[config.mk]
export PLATFORM = sky130hd
export DESIGN_NAME = fsm_step_ctrl
export DESIGN_NICKNAME = d
export VERILOG_FILES = /design/src/rtl/fsm_step_ctrl.sv
export SDC_FILE = /design/constraint.sdc
export NUM_CORES = 1
export LEC_CHECK = 0
export CORE_MARGIN = 3
export CORE_UTILIZATION = 52
export DETAILED_ROUTE_END_ITERATION = 7
export GPL_TIMING_DRIVEN = 0
export PLACE_DENSITY = 0.85
export SYNTH_ARGS = -nofsm -noshare
export SYNTH_HDL_FRONTEND = slang
export SYNTH_SLANG_ARGS = --single-unit
export TNS_END_PERCENT = 50
[constraint.sdc]
create_clock -name clk -period 2.55 [get_ports clk]
set_clock_uncertainty 0.1 [all_clocks]
set_input_delay 0.51 -clock clk [delete_from_list [all_inputs] [get_ports clk]]
set_output_delay 0.51 -clock clk [all_outputs]
set_load 0.02 [all_outputs]
[src/rtl/fsm_step_ctrl.sv]
// Debug/step controller: conditions raw buttons/switches into a clock-enable pulse and stable x for the FSM core.
// Latency: debounced step edge -> step_en in 2 cycles; run mode repeats every RUN_DIV+3 cycles.
// Backpressure: none; button edges outside PAUSE are ignored, except run, which requests a stop.

module fsm_step_db #(
    parameter int DB_CYCLES = 50000
) (
    input  logic clk,
    input  logic reset,
    input  logic raw,
    output logic rise
);
    localparam int DB_W = $clog2(DB_CYCLES + 1);

    logic [1:0]      sync_q;
    logic [DB_W-1:0] cnt;
    logic            level;
    logic            level_q;

    // The level flips only after DB_CYCLES back-to-back cycles of disagreement.
    always_ff @(posedge clk or negedge reset) begin
        if (!reset) begin
            sync_q  <= '0;
            cnt     <= '0;
            level   <= 1'b0;
            level_q <= 1'b0;
        end else begin
            sync_q  <= {sync_q[0], raw};
            level_q <= level;
            if (sync_q[1] != level) begin
                if (cnt == DB_W'(DB_CYCLES - 1)) begin
                    level <= sync_q[1];
                    cnt   <= '0;
                end else begin
                    cnt <= cnt + 1'b1;
                end
            end else begin
                cnt <= '0;
            end
        end
    end

    assign rise = level & ~level_q;
endmodule

module fsm_step_ctrl #(
    parameter int DB_CYCLES = 50000,
    parameter int RUN_DIV   = 25000000,
    parameter int CNT_W     = 16
) (
    input  logic             clk,
    input  logic             reset,
    input  logic             btn_step,
    input  logic             btn_run,
    input  logic [1:0]       sw_x,
    input  logic             brk_en,
    input  logic [3:0]       brk_state,
    input  logic [3:0]       state_in,
    output logic             step_en,
    output logic [1:0]       x_out,
    output logic             running,
    output logic             brk_hit,
    output logic [CNT_W-1:0] step_count,
    output logic [2:0]       ctrl_state
);
    localparam int DIV_W = (RUN_DIV > 1) ? $clog2(RUN_DIV) : 1;

    typedef enum logic [2:0] {
        PAUSE = 3'd0,
        ARM   = 3'd1,
        FIRE  = 3'd2,
        CHECK = 3'd3,
        WAIT  = 3'd4
    } state_t;

    state_t           state, state_n;
    logic             run_mode, run_mode_n;
    logic             stop_req, stop_req_n;
    logic             brk_hit_q, brk_hit_n;
    logic [1:0]       x_q, x_n;
    logic [CNT_W-1:0] cnt_q, cnt_n;
    logic [DIV_W-1:0] div_q, div_n;
    logic [1:0]       x_s1, x_s2;
    logic             step_edge;
    logic             run_edge;

    fsm_step_db #(.DB_CYCLES(DB_CYCLES)) u_db_step (
        .clk   (clk),
        .reset (reset),
        .raw   (btn_step),
        .rise  (step_edge)
    );

    fsm_step_db #(.DB_CYCLES(DB_CYCLES)) u_db_run (
        .clk   (clk),
        .reset (reset),
        .raw   (btn_run),
        .rise  (run_edge)
    );

    always_comb begin
        state_n    = state;
        run_mode_n = run_mode;
        stop_req_n = stop_req;
        brk_hit_n  = brk_hit_q;
        x_n        = x_q;
        cnt_n      = cnt_q;
        div_n      = div_q;
        case (state)
            PAUSE: begin
                if (run_edge || step_edge) begin
                    state_n    = ARM;
                    run_mode_n = run_edge;
                    brk_hit_n  = 1'b0;
                    stop_req_n = 1'b0;
                end
            end
            ARM: begin
                x_n     = x_s2;
                state_n = FIRE;
                if (run_edge) stop_req_n = 1'b1;
            end
            FIRE: begin
                if (cnt_q != '1) cnt_n = cnt_q + 1'b1;
                state_n = CHECK;
                if (run_edge) stop_req_n = 1'b1;
            end
            CHECK: begin
                // A stop request arriving in this very cycle still ends the run here.
                if (brk_en && state_in == brk_state) begin
                    state_n    = PAUSE;
                    brk_hit_n  = 1'b1;
                    run_mode_n = 1'b0;
                    stop_req_n = 1'b0;
                end else if (run_mode && !(stop_req || run_edge)) begin
                    state_n = WAIT;
                    div_n   = DIV_W'(RUN_DIV - 1);
                end else begin
                    state_n    = PAUSE;
                    run_mode_n = 1'b0;
                    stop_req_n = 1'b0;
                end
            end
            WAIT: begin
                if (run_edge) begin
                    state_n    = PAUSE;
                    run_mode_n = 1'b0;
                end else if (div_q == '0) begin
                    state_n = ARM;
                end else begin
                    div_n = div_q - 1'b1;
                end
            end
            default: begin
                state_n    = PAUSE;
                run_mode_n = 1'b0;
                stop_req_n = 1'b0;
            end
        endcase
    end

    always_ff @(posedge clk or negedge reset) begin
        if (!reset) begin
            state     <= PAUSE;
            run_mode  <= 1'b0;
            stop_req  <= 1'b0;
            brk_hit_q <= 1'b0;
            x_q       <= 2'b00;
            cnt_q     <= '0;
            div_q     <= '0;
            x_s1      <= 2'b00;
            x_s2      <= 2'b00;
        end else begin
            state     <= state_n;
            run_mode  <= run_mode_n;
            stop_req  <= stop_req_n;
            brk_hit_q <= brk_hit_n;
            x_q       <= x_n;
            cnt_q     <= cnt_n;
            div_q     <= div_n;
            x_s1      <= sw_x;
            x_s2      <= x_s1;
        end
    end

    assign step_en    = (state == FIRE);
    assign running    = run_mode;
    assign x_out      = x_q;
    assign brk_hit    = brk_hit_q;
    assign step_count = cnt_q;
    assign ctrl_state = state;
endmodule

-- Word level (Yosys, flattened, before mapping)
Index checks and enable logic that the tools add are counted.
- flip-flop bits (word level): 93
- input port bits: 15
- equal/unequal tests: 20
- mux-type cells: 25
- reductions and logical operators: 18
- bitwise operators: 6
- add/subtract/negate cells: 4
- operators by type and width (cell ; number):
    $mux W25 ; 4
    $mux W16 ; 4
    $pmux W25 S2 ; 1
    $add A16 B1 Y16 const B ; 3
    $eq A16 B16 Y1 const B ; 2
    $logic_not A25 Y1 ; 1
    $sub A25 B1 Y25 const B ; 1
    $ne A16 B16 Y1 const B ; 1
    $mux W3 ; 5
    $pmux W3 S5 ; 1
    $ne A2 B2 Y1 const B ; 7
    $pmux W1 S4 ; 2
    $reduce_and A2 Y1 ; 4
    $reduce_and A4 Y1 ; 2
    $mux W1 ; 7
    $eq A3 B2 Y1 const B ; 2
    $ne A3 B3 Y1 const B ; 2
    $reduce_and A5 Y1 ; 1
    $eq A4 B4 Y1 ; 1
    $not A1 Y1 ; 4
    $reduce_bool A2 Y1 ; 2
    $eq A3 B1 Y1 const B ; 1
    $eq A3 B3 Y1 const B ; 1
    $logic_not A3 Y1 ; 1
    other kinds (9) ; 13

-- Longest topological paths before layout
- word-level depth: 8
- mapped depth: 8

-- Modules after synthesis
A second synthesis with hierarchy kept.
- cell total of the unflattened synthesis: 434
- area total of the unflattened synthesis: 4628.2 um^2
- modules (own cells, without submodules) (module ; instances ; area an instance (um^2) ; sequential area each (um^2) ; cells each):
    fsm_step_ctrl ; 1 ; 2691.3 ; 1326.3 ; 264
    fsm_step_db ; 2 ; 968.4 ; 500.5 ; 85

-- Worst setup path after synthesis
No wires, ideal clock.
- path kind: reg-to-reg
- from: register div_q[5]
- to: register div_q[11]
- stages on the path, launching flop included: 6
- buffers on the path: 0
- slack: 0.158 ns
- data arrival time: 2.215 ns
- period minus slack after synthesis: 2.392 ns
- setup time: 0.077 ns
- cell sequence: dfrtp_1 > or4_4 > or3_4 > or3_4 > or4_1 > nand3_1
- longest elaborated chain between the ends: 4
- ends and longest elaborated chain (item ; RTL line ; source):
    start: declaration ; 82 ; logic [DIV_W-1:0] div_q, div_n;
    start signal: assignment ; 180 ; div_q <= div_n;
    $sub A25 B1 Y25 ; 151 ; div_n = div_q - 1'b1;
    $mux W25 ; 148 ; end else if (div_q == '0) begin
    $mux W25 ; 145 ; if (run_edge) begin
    $pmux W25 S2 ; 109 ; case (state)
Several ways; a longest one is shown, not always the timed one. The select of a mux whose other input is x is not followed.
A chain may end at the register's enable or synchronous reset.

-- Worst setup path after layout
Ends and elaborated chain as after synthesis.

==> flow_summary.json <==
{
  "status": "completed",
  "cellLeakagePower_nw": 2.11,
  "cp.arrival_ns": 2.69,
  "yosysTopAreaCell": "sky130_fd_sc_hd__dfrtp_1",
  "postLayoutCellArea_mm2": 0.00525,
  "coreArea_mm2": 0.00826,
  "worstHoldStart": "x_s1[0]$_DFF_PN0_",
  "timing_hold_violations_final": 0,
  "setup_violations": 0,
  "worst_r2r_startpoint": "div_q[5]$_DFFE_PN0P_",
  "global_route_wire_length_before_repair_um": 15400,
  "yosys.area.top_type_share_pct": 52.5,
  "cts_buffers": 9,
  "slew_violations": 0,
  "final_non_filler_cells": 592,
  "netlist_instances": 429,
  "drt-vias-per-instance": 5.67,
  "ant_nets": 0,
  "ir_drop_mv": 0.375,
  "synth.yosys.warnings": 0,
  "totalNegativeSetupSlack_ns": 0,
  "power_density_mw_per_mm2": 495,
  "synth-async-reset-ratio_pct": 100,
  "cp.required_ns": 2.74,
  "design.portCount": 39,
  "crit_path_capture_type": "register",
  "power_mw": 2.60,
  "firstDrtPassIters": 4,
  "clock-root-buffer": "sky130_fd_sc_hd__clkbuf_8",
  "place_congestion": 0.849,
  "period_share_pct": 98.0,
  "start_util_pct": 53.7,
  "grt_overflow": 0,
  "fp.dieH_um": 98.3,
  "final_core_util_pct": 63.6,
  "hpwlAfterDp_um": 6230,
  "routed_wire_length_um": 8930,
  "post_synth_edffs": 0,
  "cap_violations": 0,
  "final_cell_mix": "93 x sky130_fd_sc_hd__dfrtp_1, 65 x sky130_fd_sc_hd__nor2_1, 36 x sky130_fd_sc_hd__clkdlybuf4s50_1",
  "syn_to_final_growth_pct": 18.5,
  "syn_area_mm2": 0.00443,
  "type_of_the_worst_setup_path": "register to register",
  "total_via_count_after_detailed_routing": 3357,
  "whs_path_depth": 0,
  "synth_ff_type": "sky130_fd_sc_hd__dfrtp_1",
  "multi_input_comb_area_mm2": 0.00207,
  "floorplan.die_area_mm2": 0.00967,
  "wire_per_inst_um": 15.1,
  "placed_cell_area_mm2": 0.00497,
  "mostFrequentLayoutCell": "sky130_fd_sc_hd__dfrtp_1",
  "die-width_um": 98.3,
  "ys_top_cells_by_area": "sky130_fd_sc_hd__dfrtp_1 52%, sky130_fd_sc_hd__xor2_1 6.7%, sky130_fd_sc_hd__nor2_1 5.5%",
  "final_layout_size_suffix_gt1_share_pct": 10.7,
  "critical_path.reg2reg.endpoint": "div_q[11]$_DFFE_PN0P_",
  "initialDrtViolationCount": 109,
  "slew_limit_headroom_pct": 53.5,
  "detail_route.drc_violations": 0,
  "cts.reportedPaths.clkPinSlew_ns": 0.10,
  "holdCritPathClass": "register to register",
  "syn_nets": 449,
  "cts_htree_levels": 3,
  "dp.cells": 573,
  "grt_use_total_pct": 19.3,
  "critical_path.max_fanout": 4,
  "tritoncts": "yes",
  "clk_latency_ns": 0.36,
  "synth.lib_cells_used.distinct": 50,
  "tightestPinTransition_ns": 0.695,
  "ys_ff_latch": 93,
  "clock.fmax_ghz": 0.400,
  "grt_setup_unrepaired": "yes",
  "worst_setup_sp_type": "register",
  "preCtsSetupSlack_ns": -0.300,
  "slack_of_the_worst_reg_to_reg_path_ns": 0.05,
  "ff_latch_area_mm2": 0.00233,
  "tritoncts_sink_count": 93,
  "ctsLongestPathBuffers": 2,
  "placementRows": 33,
  "min_delay_worst_endpoint": "x_s2[0]$_DFF_PN0_",
  "fillCellCount": 636,
  "nNetsFinal": 502,
  "timing.final.ws_setup_ns": 0.0520,
  "antenna_found_initial": 0,
  "final_period_minus_worst_setup_slack_ns": 2.50,
  "placement.io_buffers": 38,
  "grt_start_max_net_pins": 68,
  "finalHoldWorstSlack_ns": 0.256,
  "insertedDiodeCount": 0,
  "synth-seq-area-share_pct": 52.5,
  "first_global_vias": 3409,
  "worst_r2r_path_depth": 5,
  "synth_area_per_cell_um2": 10.3
}
## flip-flops by register name (all words and copies together) (netlist names), 2 cells and up
name,flops
div_q,25
step_count,16
u_db_run.cnt,16
u_db_step.cnt,16
ctrl_state,3
u_db_run.sync_q,2
u_db_step.sync_q,2
x_out,2
x_s1,2
x_s2,2
## logic make-up (layout without fill, tap and decap cells)
group / count (synthesis) / after routing / synth area share [%]
flip-flops: 93 / 93 / 52.5
buffers and inverters: 21 / 79 / 1.81
multiplexers: 9 / 9 / 2.20
adder cells (fa/ha/maj): 5 / 5 / 1.41
XOR/XNOR: 58 / 58 / 11.5
AND/OR/NAND/NOR: 202 / 202 / 23.8
AO/OA/AOI/OAI: 41 / 41 / 6.80
## routing by layer
metal | routed length (um) | share of wire [%] | track usage, % | vias up
met2 | 4530 | 51 | 31.8 | 73
li1 | - | - | - | 1625
met1 | 3850 | 43 | 24.5 | 1640
met3 | 373 | 4.2 | 4.07 | 19
met5 | 0 | 0 | 0 | -
met4 | 183 | 2.0 | 8.82 | 0
## synth_stat cells, drive strengths merged (9+ instances only)
| cell type | n |
|---|---|
| xor2 | 34 |
| o21ai | 9 |
| or4 | 9 |
| nand4 | 13 |
| or3 | 12 |
| dfrtp | 93 |
| nor4 | 9 |
| clkbuf | 12 |
| xnor2 | 24 |
| nor2 | 65 |
| nand2 | 27 |
| nand3 | 26 |
| nor3 | 12 |
## how the worst max path moves through the flow
stage / startpoint / to / slack [ns] / cells past startpoint
final: div_q[5]$_DFFE_PN0P_ / div_q[11]$_DFFE_PN0P_ / 0.05 / 5
after global routing: div_q[0]$_DFFE_PN0P_ / div_q[14]$_DFFE_PN0P_ / -0.03 / 9
after CTS: ctrl_state[0]$_DFFE_PN0P_ / div_q[19]$_DFFE_PN0P_ / 0.006 / 7
after detailed placement: state_in[1] / div_q[22]$_DFFE_PN0P_ / -0.30 / 6
after global placement: reset / u_db_run.cnt[9]$_DFF_PN0_ / -2.37 / 1
after floorplan: div_q[5]$_DFFE_PN0P_ / div_q[11]$_DFFE_PN0P_ / 0.16 / 5
## worst max-delay path, stage by stage, from the launching register on
cell and delay [ns]:
sky130_fd_sc_hd__dfrtp_1 0.42, sky130_fd_sc_hd__or4_4 0.60, sky130_fd_sc_hd__or3_4 0.41, sky130_fd_sc_hd__or3_4 0.36, sky130_fd_sc_hd__or4_1 0.46, sky130_fd_sc_hd__nand3_1 0.09
## what timing repair did
item	in CTS	in global routing
buffers inserted	1	3
hold buffers	1	0
pin swaps	3	1
endpoints found under the setup margin	9	36
gates resized for setup	4	13
endpoints found under the hold margin	26	0
## where the power goes
group          total, mW  internal [mW]  switching (mW)
Sequential          1.50           1.49         0.00969
Clock               1.01          0.474           0.537
Combinational     0.0913         0.0390          0.0523
## cell type report
type	count	area share (%)
sequential	93	44.3
multi-input combinational	315	39.4
timing repair buffer	44	8.38
tap	105	2.50
clock buffer	10	2.43
clock inverter	6	1.48
buffer	11	0.905
inverter	8	0.572
No activity file was read; power rests on OpenSTA's default activity.
